===== config.mk =====
export PLATFORM = sky130hd
export DESIGN_NAME = sgmii_clk_meas
export DESIGN_NICKNAME = d
export VERILOG_FILES = /design/src/rtl/sgmii_clk_meas.sv
export SDC_FILE = /design/constraint.sdc
export NUM_CORES = 1
export LEC_CHECK = 0
export BUFFER_PORTS_ARGS = -buffer_cell sky130_fd_sc_hd__buf_2
export CORE_MARGIN = 2
export CORE_UTILIZATION = 40
export DETAILED_ROUTE_END_ITERATION = 10
export PLACE_DENSITY = 0.7
export SLEW_MARGIN = 10
export SYNTH_ARGS = -nofsm -noshare
export SYNTH_HDL_FRONTEND = slang
export SYNTH_SLANG_ARGS = --single-unit

===== constraint.sdc =====
create_clock -name ACLK -period 12.12 [get_ports ACLK]
set_clock_uncertainty 0.05 [all_clocks]
set_input_delay 3.03 -clock ACLK [delete_from_list [all_inputs] [get_ports ACLK]]
set_output_delay 3.03 -clock ACLK [all_outputs]
set_load 0.02 [all_outputs]

===== src/rtl/sgmii_clk_meas.sv =====
// rtl/sgmii_clk_meas.sv - gated edge-count measurement of MDC and GMII tx/rx clocks
module sgmii_clk_meas #(
    parameter int unsigned GATE_CYCLES   = 100000,
    parameter int unsigned SETTLE_CYCLES = 16
) (
    input  logic        ACLK,
    input  logic        ARESET,
    input  logic        start,
    input  logic        abort,
    input  logic [31:0] exp_min,
    input  logic [31:0] exp_max,
    input  logic [31:0] mdc_cnt,
    input  logic [31:0] gmii_txclk_cnt,
    input  logic [31:0] gmii_rxclk_cnt,
    output logic [31:0] cnt_ctrl,
    output logic        busy,
    output logic        done,
    output logic [31:0] meas_mdc,
    output logic [31:0] meas_tx,
    output logic [31:0] meas_rx,
    output logic        tx_ok,
    output logic        rx_ok,
    output logic        mdc_alive
);

    typedef enum logic [2:0] {
        ST_IDLE    = 3'd0,
        ST_SETTLE0 = 3'd1,
        ST_SNAP0   = 3'd2,
        ST_GATE    = 3'd3,
        ST_SETTLE1 = 3'd4,
        ST_SNAP1   = 3'd5,
        ST_DONE    = 3'd6
    } state_t;

    // A zero-length parameter still yields a one-cycle state.
    localparam logic [31:0] GATE_LAST   = (GATE_CYCLES == 0)   ? 32'd0 : 32'(GATE_CYCLES - 1);
    localparam logic [31:0] SETTLE_LAST = (SETTLE_CYCLES == 0) ? 32'd0 : 32'(SETTLE_CYCLES - 1);

    state_t      state_q, state_d;
    logic [31:0] timer_q, timer_d;
    logic [2:0]  cnt_en_q, cnt_en_d;
    logic        busy_q, busy_d;
    logic        done_q, done_d;

    logic [31:0] mdc_r_q, mdc_r_d;
    logic [31:0] tx_r_q, tx_r_d;
    logic [31:0] rx_r_q, rx_r_d;
    logic [31:0] mdc_s_q, mdc_s_d;
    logic [31:0] tx_s_q, tx_s_d;
    logic [31:0] rx_s_q, rx_s_d;

    logic [31:0] meas_mdc_q, meas_mdc_d;
    logic [31:0] meas_tx_q, meas_tx_d;
    logic [31:0] meas_rx_q, meas_rx_d;
    logic        tx_ok_q, tx_ok_d;
    logic        rx_ok_q, rx_ok_d;
    logic        mdc_alive_q, mdc_alive_d;

    logic [31:0] delta_mdc, delta_tx, delta_rx;
    logic        settle_last, gate_last;

    // Modulo-2^32 subtraction makes counter wrap-around transparent.
    assign delta_mdc = mdc_r_q - mdc_s_q;
    assign delta_tx  = tx_r_q - tx_s_q;
    assign delta_rx  = rx_r_q - rx_s_q;

    assign settle_last = (timer_q == SETTLE_LAST);
    assign gate_last   = (timer_q == GATE_LAST);

    // Next-state selection; abort overrides every transition including start.
    always_comb begin
        state_d = state_q;
        case (state_q)
            ST_IDLE:    if (start) state_d = ST_SETTLE0;
            ST_SETTLE0: if (settle_last) state_d = ST_SNAP0;
            ST_SNAP0:   state_d = ST_GATE;
            ST_GATE:    if (gate_last) state_d = ST_SETTLE1;
            ST_SETTLE1: if (settle_last) state_d = ST_SNAP1;
            ST_SNAP1:   state_d = ST_DONE;
            ST_DONE:    state_d = ST_IDLE;
            default:    state_d = ST_IDLE;
        endcase
        if (abort) begin
            state_d = ST_IDLE;
        end
    end

    // Timer restarts at 0 on each state entry and rests at 0 in IDLE.
    always_comb begin
        timer_d = timer_q + 32'd1;
        if ((state_d != state_q) || (state_d == ST_IDLE)) begin
            timer_d = 32'd0;
        end
    end

    // Registered outputs are decoded from the next state so they line up with the state register.
    always_comb begin
        cnt_en_d = (state_d == ST_GATE) ? 3'b111 : 3'b000;
        busy_d   = (state_d != ST_IDLE);
        done_d   = (state_d == ST_DONE);
    end

    // Input registering, start snapshots and result capture.
    always_comb begin
        mdc_r_d     = mdc_cnt;
        tx_r_d      = gmii_txclk_cnt;
        rx_r_d      = gmii_rxclk_cnt;
        mdc_s_d     = mdc_s_q;
        tx_s_d      = tx_s_q;
        rx_s_d      = rx_s_q;
        meas_mdc_d  = meas_mdc_q;
        meas_tx_d   = meas_tx_q;
        meas_rx_d   = meas_rx_q;
        tx_ok_d     = tx_ok_q;
        rx_ok_d     = rx_ok_q;
        mdc_alive_d = mdc_alive_q;
        if ((state_q == ST_SNAP0) && !abort) begin
            mdc_s_d = mdc_r_q;
            tx_s_d  = tx_r_q;
            rx_s_d  = rx_r_q;
        end
        if ((state_q == ST_SNAP1) && !abort) begin
            meas_mdc_d  = delta_mdc;
            meas_tx_d   = delta_tx;
            meas_rx_d   = delta_rx;
            // An inverted window (min > max) can never satisfy both bounds.
            tx_ok_d     = (exp_min <= delta_tx) && (delta_tx <= exp_max);
            rx_ok_d     = (exp_min <= delta_rx) && (delta_rx <= exp_max);
            mdc_alive_d = (delta_mdc != 32'd0);
        end
    end

    // State and control registers.
    always_ff @(posedge ACLK or posedge ARESET) begin
        if (ARESET) begin
            state_q  <= ST_IDLE;
            timer_q  <= 32'd0;
            cnt_en_q <= 3'b000;
            busy_q   <= 1'b0;
            done_q   <= 1'b0;
        end else begin
            state_q  <= state_d;
            timer_q  <= timer_d;
            cnt_en_q <= cnt_en_d;
            busy_q   <= busy_d;
            done_q   <= done_d;
        end
    end

    // Datapath registers: input samples, snapshots and results.
    always_ff @(posedge ACLK or posedge ARESET) begin
        if (ARESET) begin
            mdc_r_q     <= 32'd0;
            tx_r_q      <= 32'd0;
            rx_r_q      <= 32'd0;
            mdc_s_q     <= 32'd0;
            tx_s_q      <= 32'd0;
            rx_s_q      <= 32'd0;
            meas_mdc_q  <= 32'd0;
            meas_tx_q   <= 32'd0;
            meas_rx_q   <= 32'd0;
            tx_ok_q     <= 1'b0;
            rx_ok_q     <= 1'b0;
            mdc_alive_q <= 1'b0;
        end else begin
            mdc_r_q     <= mdc_r_d;
            tx_r_q      <= tx_r_d;
            rx_r_q      <= rx_r_d;
            mdc_s_q     <= mdc_s_d;
            tx_s_q      <= tx_s_d;
            rx_s_q      <= rx_s_d;
            meas_mdc_q  <= meas_mdc_d;
            meas_tx_q   <= meas_tx_d;
            meas_rx_q   <= meas_rx_d;
            tx_ok_q     <= tx_ok_d;
            rx_ok_q     <= rx_ok_d;
            mdc_alive_q <= mdc_alive_d;
        end
    end

    // Only the three enable bits are ever driven; counter-reset bits stay 0.
    assign cnt_ctrl  = {13'd0, cnt_en_q, 13'd0, 3'b000};
    assign busy      = busy_q;
    assign done      = done_q;
    assign meas_mdc  = meas_mdc_q;
    assign meas_tx   = meas_tx_q;
    assign meas_rx   = meas_rx_q;
    assign tx_ok     = tx_ok_q;
    assign rx_ok     = rx_ok_q;
    assign mdc_alive = mdc_alive_q;

endmodule


Yosys cells after proc, flatten, opt, wreduce, memory -nomap -nowiden
Index checks and enable logic that the tools add are counted.
- add/sub/neg operators: 4
- $lt $le $gt $ge: 4
- eq/ne operators: 10
- reductions and logical operators: 10
- multiplexer cells: 8
- operators by type and width (cell ; count):
    <= comparator 32 bit ; 4
    subtractor 32 bit ; 3
    adder 32 x 1 -> 32 bit, second input constant ; 1
    equality test 32 x 17 -> 1 bit, second input constant ; 1
    equality test 32 x 4 -> 1 bit, second input constant ; 1
    two-way mux 32 bit ; 1
    nonzero test 32 bit ; 1
    two-way mux 3 bit ; 6
    one-hot mux 3 bit (6 select lines) ; 1
    equality test 3 x 2 -> 1 bit, second input constant ; 3
    equality test 3 bit, second input constant ; 3
    logical NOT 3 bit ; 2
    logical AND 1 bit ; 4
    equality test 3 x 1 -> 1 bit, second input constant ; 1
    != test 3 bit ; 1
    nonzero test 3 bit ; 1
    logical NOT 1 bit ; 1
    logical OR 1 bit ; 1
- bits of input ports: 164
- output and inout bits: 133
- register bits after elaboration: 331

Logic depth before layout (Yosys ltp)
- depth after elaboration: 7
- depth in mapped cells: 26
- mapped depth without buffers: 26

Worst setup path before layout
No wires, ideal clock.
- kind: in2reg
- from: input exp_max[25]
- to: register rx_ok_q, in the netlist rx_ok
- buffers on the path: 0
- path slack: 6.743 ns
- arrival: 5.240 ns
- cell stages on the path: 13
- path through: inv_1 ha_1 a21o_1 a21o_1 a21o_1 a21o_1 a21o_1 a21o_1 a221oi_1 o2111ai_1 a21oi_1 o2111ai_1 o211ai_1
- cells in the longest elaborated chain, start to end: 2
- ends and longest elaborated chain (what ; RTL line ; RTL):
    start, declared ; 11 ; input logic [31:0] exp_max,
    <= comparator 32 bit ; 129 ; rx_ok_d = (exp_min <= delta_rx) && (delta_rx <= exp_max);
    logical AND 1 bit ; 129 ;
    end signal, assigned ; 177 ; rx_ok_q <= rx_ok_d;
    end, declared ; 57 ; logic rx_ok_q, rx_ok_d;
No other way between the ends.
A chain may end at the register's enable or synchronous reset.

Worst setup path after layout
- from: register rx_r_q[0]
- to: register rx_ok_q, in the netlist rx_ok
- cells in the longest elaborated chain, start to end: 3
- ends and longest elaborated chain (what ; RTL line ; RTL):
    start, declared ; 48 ; logic [31:0] rx_r_q, rx_r_d;
    start signal, assigned ; 169 ; rx_r_q <= rx_r_d;
    subtractor 32 bit (*) ; 66 ; assign delta_rx = rx_r_q - rx_s_q;
    net delta_rx[26] ; 60 ; logic [31:0] delta_mdc, delta_tx, delta_rx;
    <= comparator 32 bit ; 129 ;
    logical AND 1 bit (*) ; 129 ;
The timed path passes the listed nets; every way through them passes the cells marked *.

==> results by group <==
Run
  • Number of maximum-capacitance constraint violations: 0

Synth
  • Cell variety after synth: 78
  • Synth warnings: 0
  • Cell Area, Synth: ~0.019 mm²
  • Part of the Yosys area used for sequential elements: 0.425
  • Gate count after technology mapping: 2081
  • Mapped Avg Cell Area: 9.31 µm²
  • Async set-reset flop share out of synthesis: 1.00
  • Flip-flop and latch count after synthesis: 329
  • Post-synth EDFFs: 0
  • Synth Flop Type: sky130_fd_sc_hd__dfrtp_1

Floorplan
  • Die Y-Extent: roughly 220 µm
  • Floorplan row count: 80
  • Core area: around 0.048 mm²
  • Width of the chip: 224 µm
  • Count of boundary I/O pins: roughly 300
  • Effective utilization at floorplan: 0.406
  • Die outline area: ~0.05 mm²

STA
  • Unrepaired setup endpoints after global routing: no
  • Slew margin rel.: 0.338
  • Total negative setup slack: 0 ns
  • Final worst path period share: 0.501
  • Final hold violations: 0
  • Setup-violating endpoint count in the final report: 0
  • Slew Limit Fails: 0
  • Clock period minus worst slack: 6.07 ns
  • Fmax achieved: around 160 MHz
  • Actual transition at the worst max-transition pin: 0.993 ns

Global route
  • GRT Util Overall: 0.207
  • Overflow left after global routing: 0
  • Highest-utilization routing layer at the global route stage: met2
  • Met2 Track Usage GR: 0.321
  • First-pass GRT wire length: 81400 µm
  • Maximum number of pins on one net before global-route repair: 189
  • Number of global-route vias before repair: 15092
  • Met1 track utilization from global routing: 0.289
  • Global-route track usage on met3: 0.0359
  • Number of antenna violations at the first check in global routing: 3

Pwr
  • Pwr/cell area: 156 mW/mm²
  • Pleak: 0.0114 µW
  • Peak supply drop: 0.0960 mV

Final layout
  • Share of final-layout standard cells stronger than drive strength 1: 0.155
  • Number of nets in the finished design: 2722
  • Layout Cell Area excl Fill: between 0.02 and 0.025 mm²
  • Synthesis-to-layout area growth: 16.4%
  • Layout Utilization: 0.472
  • Filler cell count in the final layout: 4432

Setup path
  • Launching element type of the critical path: flop
  • Required time of the critical path: between 10 and 15 ns
  • Setup slack, reg-to-reg: ~6 ns
  • Type of the setup path with the least slack: flop to flop
  • Crit. End Element: flop
  • Critical path arrival: 6.49 ns
  • CP top delay family: compound AO/OA/AOI/OAI gates
  • Slowest CP cell: sky130_fd_sc_hd__a221oi_1
  • Critical-path maximum fanout: 4
  • Highest cell delay on the worst timing path: 0.54 ns
  • Bufs and invs on worst path: 3
  • Most numerous cell on the critical path: sky130_fd_sc_hd__a21o_1

CTS
  • Setup Buffers After CTS: 0
  • CTS Hold Bufs: 0
  • Later-pin clock latency in the skew report: 0.55 ns
  • Total number of H-tree levels: 2
  • Clock tree root driver cell: sky130_fd_sc_hd__clkbuf_16
  • Quantity of gates resized following cts: 0
  • Clock-pin slew reported for the worst setup and hold paths after clock tree synthesis: 0.06 ns
  • CTS Buffer Depth: 3
  • Clk sinks: 329
  • CTS Buf Count: 39
  • TritonCTS clock tree: yes

Routing
  • Detailed Routing Iterations Pass 1: 7
  • Initial drt markers: 873
  • Via total after detailed routing: approximately 15000
  • Post-detailed-routing wire length: 51800 µm
  • Number of remaining DRC errors: 0
  • Detailed-route wire length per cell: roughly 17 µm
  • Avg Vias per Cell: 5.16
  • Number of nets with antenna violations after routing: 0

Place
  • Instance area at placement: 0.0212 mm²
  • Final GP Congestion: 0.969
  • Estimated wirelength of the detail-placed design: 40100 µm
  • Port Buf Inserts: 267

Worst hold path
  • Type of the tightest min-delay check: flop to flop

Outcome
  • Status: complete, no violations
where the power goes:
group / switching, µW / internal, µW / leakage, µW
combinational: 667 / 432 / 0.00664
sequential: 32.7 / 1170 / 0.00416
clock: 469 / 751 / 0.000639
total: 1170 / 2350 / 0.0114
kinds of logic (layout without fill, tap and decap cells):
logic type | count (synthesis) | count (layout) | synth area share
AOI/OAI and AO/OA | 532 | 532 | 0.168
xor gates and xnor gates | 124 | 124 | 0.0568
adders and majority gates | 220 | 220 | 0.143
buffers and inverters | 307 | 562 | 0.0662
DFF | 329 | 329 | 0.425
muxes | 9 | 9 | 0.00523
other | 1 | 31 | 0.000194
and+or+nand+nor | 559 | 559 | 0.136
path summary, 6_finish.rpt:
check,cells past startpoint,end,from
max,26,rx_ok$_DFFE_PP0P_,rx_r_q[0]$_DFF_PP0_
min,1,timer_q[0]$_DFF_PP0_,timer_q[0]$_DFF_PP0_
max reg2reg,26,rx_ok$_DFFE_PP0P_,rx_r_q[0]$_DFF_PP0_
min reg2reg,1,timer_q[0]$_DFF_PP0_,timer_q[0]$_DFF_PP0_
max in group asynchronous,4,mdc_s_q[20]$_DFFE_PP0P_,ARESET
min in group asynchronous,2,tx_s_q[19]$_DFFE_PP0P_,ARESET
layout make-up:
class / instances / area, µm² / area share
sequential: 329 / 8230 / 0.365
inverter: 224 / 845 / 0.0374
clock buffer: 51 / 1110 / 0.0494
timing repair buffer: 274 / 1410 / 0.0627
antenna: 2 / 5.00 / 0.000222
clock inverter: 13 / 205 / 0.00910
tap: 615 / 769 / 0.0341
multi-input combinational: 1473 / 9970 / 0.442
synth_stat cells, drive strengths merged (6+ instances only):
master	count	area, µm²
xor2	61	549
a21o	58	437
o31ai	7	57.6
o21ai	236	1180
or2	6	37.5
nor2	89	334
and3	18	113
nand4	42	263
a31oi	11	68.8
dfrtp	329	8230
and4	6	52.6
o21bai	11	86.3
a2111oi	7	67.6
or4	6	45.0
a21oi	101	513
nand3	30	150
a211oi	11	87.6
o211ai	10	75.1
nor4	9	62.6
nand2	254	953
buf	43	292
nor3	25	125
xnor2	63	552
nor2b	28	175
clkbuf	40	150
ha	214	2680
o21a	34	255
or3	9	56.3
o2111ai	7	61.3
mux2	9	101
nand2b	26	163
inv	224	841
per-stage QoR:
step                      hold WS, ns  cells  worst slack (ns)  total power [µW]
after global routing            0.437   2981              5.77              3740
after detailed placement        0.416   2915              5.79              2310
after global placement          0.392   2915              5.88              2280
after CTS                       0.427   2979              6.14              3550
after floorplan                 0.374   2109              4.65              2000
final                           0.416   2981              6.05              3520
per-layer routing:
layer | part of all wire | vias to the layer above
met5 | 0.00031 | -
met4 | 0.037 | 2
met3 | 0.051 | 96
met2 | 0.44 | 410
met1 | 0.47 | 7254
li1 | - | 7622
sequential cells by signal, summed over array words and instances, names as in the netlist:
| name | count |
|---|---|
| busy | 1 |
| rx_s_q | 32 |
| tx_s_q | 32 |
| cnt_en_q | 1 |
| done | 1 |
| mdc_alive | 1 |
| mdc_s_q | 32 |
| meas_mdc | 32 |
| mdc_r_q | 32 |
| meas_tx | 32 |
| state_q | 3 |
| rx_r_q | 32 |
| meas_rx | 32 |
| rx_ok | 1 |
| tx_r_q | 32 |
| timer_q | 32 |
| tx_ok | 1 |
layout by cell type (no fill, tap or decap), types with 11 or more instances in the layout:
| cell | n |
|---|---|
| sky130_fd_sc_hd__and3_1 | 18 |
| sky130_fd_sc_hd__o21a_1 | 34 |
| sky130_fd_sc_hd__ha_1 | 214 |
| sky130_fd_sc_hd__a31oi_1 | 11 |
| sky130_fd_sc_hd__nor2_1 | 89 |
| sky130_fd_sc_hd__dfrtp_1 | 329 |
| sky130_fd_sc_hd__nor3_1 | 24 |
| sky130_fd_sc_hd__buf_2 | 267 |
| sky130_fd_sc_hd__o21ai_0 | 229 |
| sky130_fd_sc_hd__nand2b_1 | 26 |
| sky130_fd_sc_hd__nand4_1 | 42 |
| sky130_fd_sc_hd__inv_1 | 223 |
| sky130_fd_sc_hd__a21o_1 | 57 |
| sky130_fd_sc_hd__nand3_1 | 30 |
| sky130_fd_sc_hd__nor2b_1 | 28 |
| sky130_fd_sc_hd__xor2_1 | 59 |
| sky130_fd_sc_hd__xnor2_1 | 63 |
| sky130_fd_sc_hd__clkbuf_16 | 41 |
| sky130_fd_sc_hd__a21oi_1 | 99 |
| sky130_fd_sc_hd__conb_1 | 29 |
| sky130_fd_sc_hd__nand2_1 | 254 |
Note: power is estimated with default switching activity, not from simulation.
